===== src/rtl/bcd_pkg.sv =====
// Shared types and helpers for the BCD-to-binary converter.
package bcd_pkg;

  localparam int unsigned BCD_DIGIT_W = 4;

  typedef logic [3:0] bcd_digit_t;

  typedef enum logic [1:0] {IDLE, CONV, FIN} b2b_state_t;

  function automatic logic is_valid_bcd(input bcd_digit_t d);
    return (d <= 4'd9);
  endfunction

endpackage


===== src/rtl/bcd_sub3.sv =====
// Reverse double-dabble digit correction: subtract 3 from any digit >= 8.
module bcd_sub3
  import bcd_pkg::*;
(
  input  logic [3:0] in,
  output logic [3:0] out
);

  assign out = (in >= 4'd8) ? (in - 4'd3) : in;

endmodule


===== src/rtl/bcd_to_bin_seq.sv =====
// Sequential BCD-to-binary converter, one bit per clock, start/done handshake.
module bcd_to_bin_seq
  import bcd_pkg::*;
#(
  parameter int unsigned N_DIGITS = 4,
  parameter int unsigned BIN_W    = 14
) (
  input  logic                            clk,
  input  logic                            reset_n,
  input  logic                            start,
  input  logic [N_DIGITS*BCD_DIGIT_W-1:0] bcd_in,
  output logic                            ready,
  output logic                            done,
  output logic [BIN_W-1:0]                bin_out,
  output logic                            error
);

  localparam int unsigned BCD_W = N_DIGITS * BCD_DIGIT_W;
  localparam int unsigned CNT_W = (BIN_W > 1) ? $clog2(BIN_W) : 1;
  localparam logic [CNT_W-1:0] CNT_LAST = CNT_W'(BIN_W - 1);

  b2b_state_t        state_q, state_d;
  logic [BCD_W-1:0]  bcd_sr_q, bcd_sr_d;
  logic [BIN_W-1:0]  bin_sr_q, bin_sr_d;
  logic [CNT_W-1:0]  cnt_q, cnt_d;
  logic [BIN_W-1:0]  bin_out_q, bin_out_d;
  logic              error_q, error_d;

  logic [BCD_W-1:0]  bcd_shift;
  logic [BCD_W-1:0]  bcd_corr;
  logic [BIN_W-1:0]  bin_shift;
  logic              in_valid;

  assign bcd_shift = bcd_sr_q >> 1;
  assign bin_shift = {bcd_sr_q[0], bin_sr_q[BIN_W-1:1]};

  for (genvar g = 0; g < N_DIGITS; g++) begin : g_sub3
    bcd_sub3 u_sub3 (
      .in  (bcd_shift[g*BCD_DIGIT_W +: BCD_DIGIT_W]),
      .out (bcd_corr [g*BCD_DIGIT_W +: BCD_DIGIT_W])
    );
  end

  always_comb begin
    in_valid = 1'b1;
    for (int unsigned i = 0; i < N_DIGITS; i++) begin
      if (!is_valid_bcd(bcd_in[i*BCD_DIGIT_W +: BCD_DIGIT_W])) in_valid = 1'b0;
    end
  end

  always_ff @(posedge clk) begin
    if (!reset_n) state_q <= IDLE;
    else          state_q <= state_d;
  end

  always_comb begin
    state_d = state_q;
    unique case (state_q)
      IDLE:    if (start) state_d = in_valid ? CONV : FIN;
      CONV:    if (cnt_q == CNT_LAST) state_d = FIN;
      FIN:     state_d = IDLE;
      default: state_d = IDLE;
    endcase
  end

  always_comb begin
    ready = (state_q == IDLE);
    done  = (state_q == FIN);
  end

  // bin_out is loaded on the final shift edge so it is already valid while done is high.
  always_comb begin
    bcd_sr_d  = bcd_sr_q;
    bin_sr_d  = bin_sr_q;
    cnt_d     = cnt_q;
    bin_out_d = bin_out_q;
    error_d   = error_q;
    unique case (state_q)
      IDLE: begin
        if (start) begin
          bcd_sr_d  = bcd_in;
          bin_sr_d  = '0;
          cnt_d     = '0;
          bin_out_d = '0;
          error_d   = !in_valid;
        end
      end
      CONV: begin
        bcd_sr_d = bcd_corr;
        bin_sr_d = bin_shift;
        cnt_d    = cnt_q + CNT_W'(1);
        if (cnt_q == CNT_LAST) bin_out_d = bin_shift;
      end
      default: ;
    endcase
  end

  always_ff @(posedge clk) begin
    if (!reset_n) begin
      bcd_sr_q  <= '0;
      bin_sr_q  <= '0;
      cnt_q     <= '0;
      bin_out_q <= '0;
      error_q   <= 1'b0;
    end else begin
      bcd_sr_q  <= bcd_sr_d;
      bin_sr_q  <= bin_sr_d;
      cnt_q     <= cnt_d;
      bin_out_q <= bin_out_d;
      error_q   <= error_d;
    end
  end

  assign bin_out = bin_out_q;
  assign error   = error_q;

endmodule


===== config.mk =====
export PLATFORM = sky130hd
export DESIGN_NAME = bcd_to_bin_seq
export DESIGN_NICKNAME = d
export VERILOG_FILES = /design/src/rtl/bcd_pkg.sv /design/src/rtl/bcd_sub3.sv /design/src/rtl/bcd_to_bin_seq.sv
export SDC_FILE = /design/constraint.sdc
export NUM_CORES = 1
export LEC_CHECK = 0
export ABC_AREA = 1
export CAP_MARGIN = 20
export CORE_UTILIZATION = 45
export CTS_CLUSTER_DIAMETER = 30
export DETAILED_ROUTE_END_ITERATION = 10
export GPL_TIMING_DRIVEN = 0
export PLACE_DENSITY_LB_ADDON = 0.05
export SLEW_MARGIN = 25
export SYNTH_ARGS = -nofsm -noshare
export SYNTH_HDL_FRONTEND = slang
export SYNTH_SLANG_ARGS = --single-unit

===== constraint.sdc =====
create_clock -name clk -period 1.4 [get_ports clk]
set_input_delay 0.28 -clock clk [delete_from_list [all_inputs] [get_ports clk]]
set_output_delay 0.28 -clock clk [all_outputs]
set_load 0.01 [all_outputs]

==> impl_metrics.json, run 1 <==
{
  "hp-class": "primary input to register",
  "clkLatencyLatePin_ns": 0.31,
  "drc": 0,
  "grt_max_degree": 17,
  "die-width_um": 73.78,
  "grt_pass1_wl_mm": 9.321,
  "power_density_nw_per_um2": 995.9,
  "syn_area_per_cell_sq_um": 7.223,
  "dr.pass1.iters": 4,
  "synth_seq_cells": 50,
  "numCtsBuffers": 5,
  "synthCells": 321,
  "dpl.hpwl_mm": 4.078,
  "port_buffers": 35,
  "nets": 390,
  "cp_max_fo": 9,
  "setup_viol": 0,
  "hold_viol_final": 0,
  "yosysWarnings": 0,
  "clock-root-buffer": "clkbuf_8",
  "path_buf_inv": 2,
  "path_cells": "buf_6, nor2_4, buf_2",
  "yosysTopAreaCell": "dfxtp_1",
  "antenna_found_initial": 0,
  "slowest_stage": "dfxtp_1",
  "clockBufferDepth": 2,
  "status": "finished, final reports clean",
  "fin_crit_sh": 0.9358,
  "power.total_uw": 2865,
  "required_ns": 1.12,
  "p_leak_uw": 0.001172,
  "num_vias": 2181,
  "die_h_um": 73.78,
  "wl_per_cell_um": 13.30,
  "synth.distinct_cells": 24,
  "synth_nets": 348,
  "maxCapViolations": 0,
  "worst_pin_slew_ns": 0.4501,
  "drive_gt1_frac": 0.1209,
  "crit_type": "register to output pin",
  "synth_top_cell_area_share": 0.4317,
  "core-area_sq_um": 4848,
  "hold_slack_ns": 0.3823,
  "ant_nets": 0,
  "crit_family": "flip-flops",
  "syn-cell-area_sq_um": 2318,
  "arrival_ns": 1.03,
  "viasPerCell": 5.060,
  "r2r_slack_ns": 0.11,
  "maxSlewViolCount": 0,
  "rsz0062_at_grt": "false",
  "period_needed_ns": 1.310,
  "finClkSkew_ns": 0.007399,
  "dieArea_sq_um": 5443,
  "post_cts_buffers": 0,
  "grt_pass1_vias": 1960,
  "peakVddDrop_mv": 0.6786,
  "diodes": 0,
  "slowest_delay_ns": 0.32,
  "yosysSeqAreaShare": 0.4317,
  "final.fill_count": 482,
  "syn_to_final_growth_pct": 24.07,
  "pin_count": 36,
  "synthTopCellsByArea": "dfxtp_1 43%, a21oi_1 11%, nand2_1 9.6%",
  "drtIter0Drc": 92,
  "relSlewSlack": 0.6999,
  "path_clk_slew_ns": 0.10,
  "htreeDepth": 2,
  "grt_usage": 0.2328,
  "start_kind": "register",
  "gp_congestion": 0.9158,
  "core.rowCount": 25,
  "grt_overflow": 0,
  "endpoint_kind": "output pin",
  "cts_tree": "built",
  "wl_mm": 5.734,
  "clock_sinks": 50,
  "fmax_mhz": 763.3,
  "start_util": 0.4782
}
[per-stage QoR]
step	util	cell area (sq um)	setup WS, ns	std cells	TNS (ns)
2_1_floorplan	-	2318	0.1906	321	0
5_1_grt	0.5933	2877	0.0006805	431	0
4_1_cts	0.5845	2834	0.003461	431	0
3_3_place_gp	0.5677	2753	-0.4181	423	-14.19
3_5_place_dp	0.5677	2753	-0.4344	423	-14.80
6_report	0.5933	2877	0.08994	431	0
[per-layer routing]
metal	share of wire	global-route usage	vias to the layer above
li1	-	-	1117
met5	0	0	-
met1	0.48	0.3070	1015
met4	0.014	0.08547	0
met2	0.46	0.3751	42
met3	0.045	0.04664	7
[cells in the final DEF, fill, tap and decap left out, drive strengths merged]
cell and n:
a31oi 3, nor2 49, clkinvlp 1, clkbuf 11, o211ai 3, a21oi 54, dlymetal6s2s 1, nand3 11
clkinv 1, ha 8, dfxtp 50, dlygate4sd2 15, o22ai 1, clkdlybuf4s50 17, inv 32, buf 12
nand2 62, and2 1, o21ai 31, nor3 1
[final cells by class]
cell class | instances | area (sq um) | share of cell area
Buffer | 15 | 115.1 | 0.04002
Clock buffer | 6 | 82.58 | 0.02871
Clock inverter | 2 | 16.27 | 0.005655
Inverter | 32 | 121.4 | 0.04219
Multi-Input combinational cell | 224 | 1129 | 0.3923
Sequential cell | 50 | 1005 | 0.3493
Tap cell | 67 | 83.83 | 0.02914
Timing Repair Buffer | 35 | 324.1 | 0.1127
[state kept, by name, summed over array words and instances (netlist names)]
signal and count:
error 1, bin_sr_q 13, bcd_sr_q 16, state_q 2, bin_out 14, cnt_q 4
[path summary, 6_finish.rpt]
kind,startpoint,end,depth (start not counted)
worst max-delay path,state_q[0],ready,3
worst min-delay path,reset_n,cnt_q[0],3
worst max register to register,cnt_q[1],bin_out[8],8
worst min register to register,bin_out[3],bin_out[3],2
[synthesized netlist by cell type]
cell       n
a21oi_1   51
a21oi_2    3
a31oi_1    3
and2_1     1
buf_2      4
buf_4      3
buf_6      4
clkbuf_1   4
clkinv_1   1
dfxtp_1   50
ha_1       8
inv_1     28
inv_2      3
nand2_1   59
nand2_2    2
nand2_4    1
nand3_1   11
nor2_1    47
nor2_4     2
nor3_1     1
o211ai_1   3
o21ai_0   30
o21ai_1    1
o22ai_1    1
[repair_timing]
item	CTS	global route
resized for setup	28	17
setup endpoints to repair	37	32
pin swaps	0	0
hold buffers	0	0
[worst register-to-register path, cell delays in order (launching register included)]
cell and delay, ns:
dfxtp_2 0.34, inv_1 0.07, ha_1 0.16, nand3_2 0.11
nand2_4 0.10, nand2_4 0.07, buf_6 0.14, a21oi_1 0.14
nor2_1 0.05
[power breakdown]
group	total [uW]	internal [uW]	leakage, uW	switching [uW]
registers	1520	1470	0.000408	40.4
clock network	913	408	0.0000478	505
logic	437	171	0.000716	266
[kinds of logic after synthesis]
kind of cell             Yosys count  synth area share
AND/OR/NAND/NOR                  124            0.2202
AO/OA/AOI/OAI                     92            0.2088
flip-flops                        50            0.4317
buffers and inverters             47           0.09605
adder cells (fa/ha/maj)            8           0.04317
Power figures use the tool's default switching activity.
==> inputs of run 2 (changes only) <==
--- a/config.mk
+++ b/config.mk
@@ -12,7 +12,6 @@
 export DETAILED_ROUTE_END_ITERATION = 10
 export GPL_TIMING_DRIVEN = 0
 export PLACE_DENSITY_LB_ADDON = 0.05
-export SLEW_MARGIN = 25
 export SYNTH_ARGS = -nofsm -noshare
 export SYNTH_HDL_FRONTEND = slang
 export SYNTH_SLANG_ARGS = --single-unit
==> results of run 2 <==
Final layout, timing and power as in run 1 (identical DEF).
==> inputs of run 3 (changes only) <==
--- a/config.mk
+++ b/config.mk
@@ -7,7 +7,7 @@
 export LEC_CHECK = 0
 export ABC_AREA = 1
 export CAP_MARGIN = 20
-export CORE_UTILIZATION = 45
+export CORE_UTILIZATION = 53
 export CTS_CLUSTER_DIAMETER = 30
 export DETAILED_ROUTE_END_ITERATION = 10
 export GPL_TIMING_DRIVEN = 0
==> impl_metrics.json, run 3 (synthesis gave the netlist of run 1 again) <==
{
  "status": "finished, final reports clean",
  "grt_max_degree": 15,
  "hold_buffers": 0,
  "worstSetupStartpoint": "start",
  "syn_to_final_growth_pct": 22.40,
  "clockBufferDepth": 2,
  "finalWorstSetupSlack_ns": 0.06469,
  "wl_mm": 5.426,
  "maxSlewViolCount": 0,
  "setup_viol": 0,
  "required_ns": 1.59,
  "dp_slack_ns": -0.4132,
  "worst_pin_slew_ns": 0.4512,
  "core-area_sq_um": 4086,
  "wl_per_cell_um": 13.11,
  "final_area_sq_um": 2838,
  "core.rowCount": 23,
  "die_h_um": 68.14,
  "path_buf_inv": 3,
  "hp-start": "reset_n",
  "path_clk_slew_ns": 0.08,
  "grt_usage": 0.2525,
  "final_common_cell": "nand2_1",
  "port_buffers": 35,
  "start_kind": "primary input",
  "crit_family": "buffers and inverters",
  "gp_congestion": 0.9447,
  "nets": 390,
  "fin_crit_sh": 0.9538,
  "regMostFlops": "bcd_sr_q",
  "final_util": 0.6944,
  "grt_pass1_vias": 1859,
  "crit_type": "primary input to register",
  "numCtsBuffers": 5,
  "drc": 0,
  "dr.pass1.iters": 4,
  "regToRegStartpoint": "state_q[0]",
  "start_util": 0.5674,
  "diodes": 0,
  "drtIter0Drc": 169,
  "clock-root-buffer": "clkbuf_8",
  "num_vias": 2149,
  "largest_reg_flops": 16,
  "final.fill_count": 365,
  "power_density_nw_per_um2": 1039,
  "pin_count": 36,
  "clock_sinks": 50,
  "viasPerCell": 5.191,
  "arrival_ns": 1.53,
  "cp_max_fo": 10,
  "finalSetupTns_ns": 0,
  "period_needed_ns": 1.335,
  "fmax_mhz": 748.9,
  "ant_nets": 0,
  "post_cts_buffers": 0,
  "finClkSkew_ns": 0.009621,
  "multi_input_area_sq_um": 1109,
  "slowest_stage": "clkdlybuf4s50_1",
  "crit_top_cell": "a21oi_1",
  "path_cells": "clkdlybuf4s50_1, nand2_1, nand2_2, inv_2, buf_4, a21oi_1, a21oi_1",
  "antenna_found_initial": 0,
  "clkLatencyLatePin_ns": 0.31,
  "htreeDepth": 2,
  "maxCapViolations": 0,
  "grt_pass1_wl_mm": 8.514,
  "placed_area_sq_um": 2731,
  "dpl.hpwl_mm": 3.831,
  "hold_viol_final": 0,
  "power.total_uw": 2949,
  "peakVddDrop_mv": 1.008,
  "hp-class": "primary input to register",
  "grt_overflow": 0,
  "slowest_delay_ns": 0.50,
  "drive_gt1_frac": 0.1071,
  "p_leak_uw": 0.001171,
  "die-width_um": 68.14,
  "final_cell_mix": "58 x nand2_1, 50 x a21oi_1, 48 x dfxtp_1",
  "endpoint_kind": "register",
  "cts_tree": "built",
  "dieArea_sq_um": 4643,
  "relSlewSlack": 0.6992,
  "register_area_sq_um": 1003
}
-- run 3: power breakdown --
group | internal, uW | leakage, uW | switching [uW]
combinational | 165 | 0.000711 | 260
clock | 535 | 0.0000524 | 475
sequential | 1470 | 0.000408 | 40.0
-- run 3: repair_timing --
action	CTS	global route
pin swaps	0	1
gates resized for setup	26	11
setup endpoints to repair	36	36
-- run 3: final cells by class --
class,count,area share
clock inverter,1,0.01058
tap,50,0.02205
timing repair buffer,35,0.1142
multi-input combinational,224,0.3907
buffer,15,0.03836
inverter,32,0.04365
sequential,50,0.3536
clock buffer,7,0.02690
-- run 3: layer usage --
metal	wire, um	part of all wire	vias up	track usage
li1	-	-	1120	-
met1	2554	0.47	956	0.3306
met2	2465	0.45	69	0.4044
met3	368	0.068	4	0.07500
met4	39	0.0072	0	0.05990
met5	0	0	-	0
-- run 3: path summary, 6_finish.rpt --
kind | to | cells after the start | slack, ns
min reg2reg | bin_out[13] | 2 | 0.46
max | bcd_sr_q[9] | 7 | 0.06
max reg2reg | bcd_sr_q[9] | 7 | 0.08
min | cnt_q[0] | 3 | 0.40
-- run 3: worst min-delay path, delay by kind of cell --
family          cells  cell delay [ns]
buf+inv             1             0.22
compound gates      2             0.16
-- run 3: through the flow --
step                      hold WS, ns  instances
final                          0.3953        414
after global routing           0.3913        414
after floorplan                0.4183        321
after global placement         0.4457        406
after CTS                      0.4628        414
after detailed placement       0.4508        406
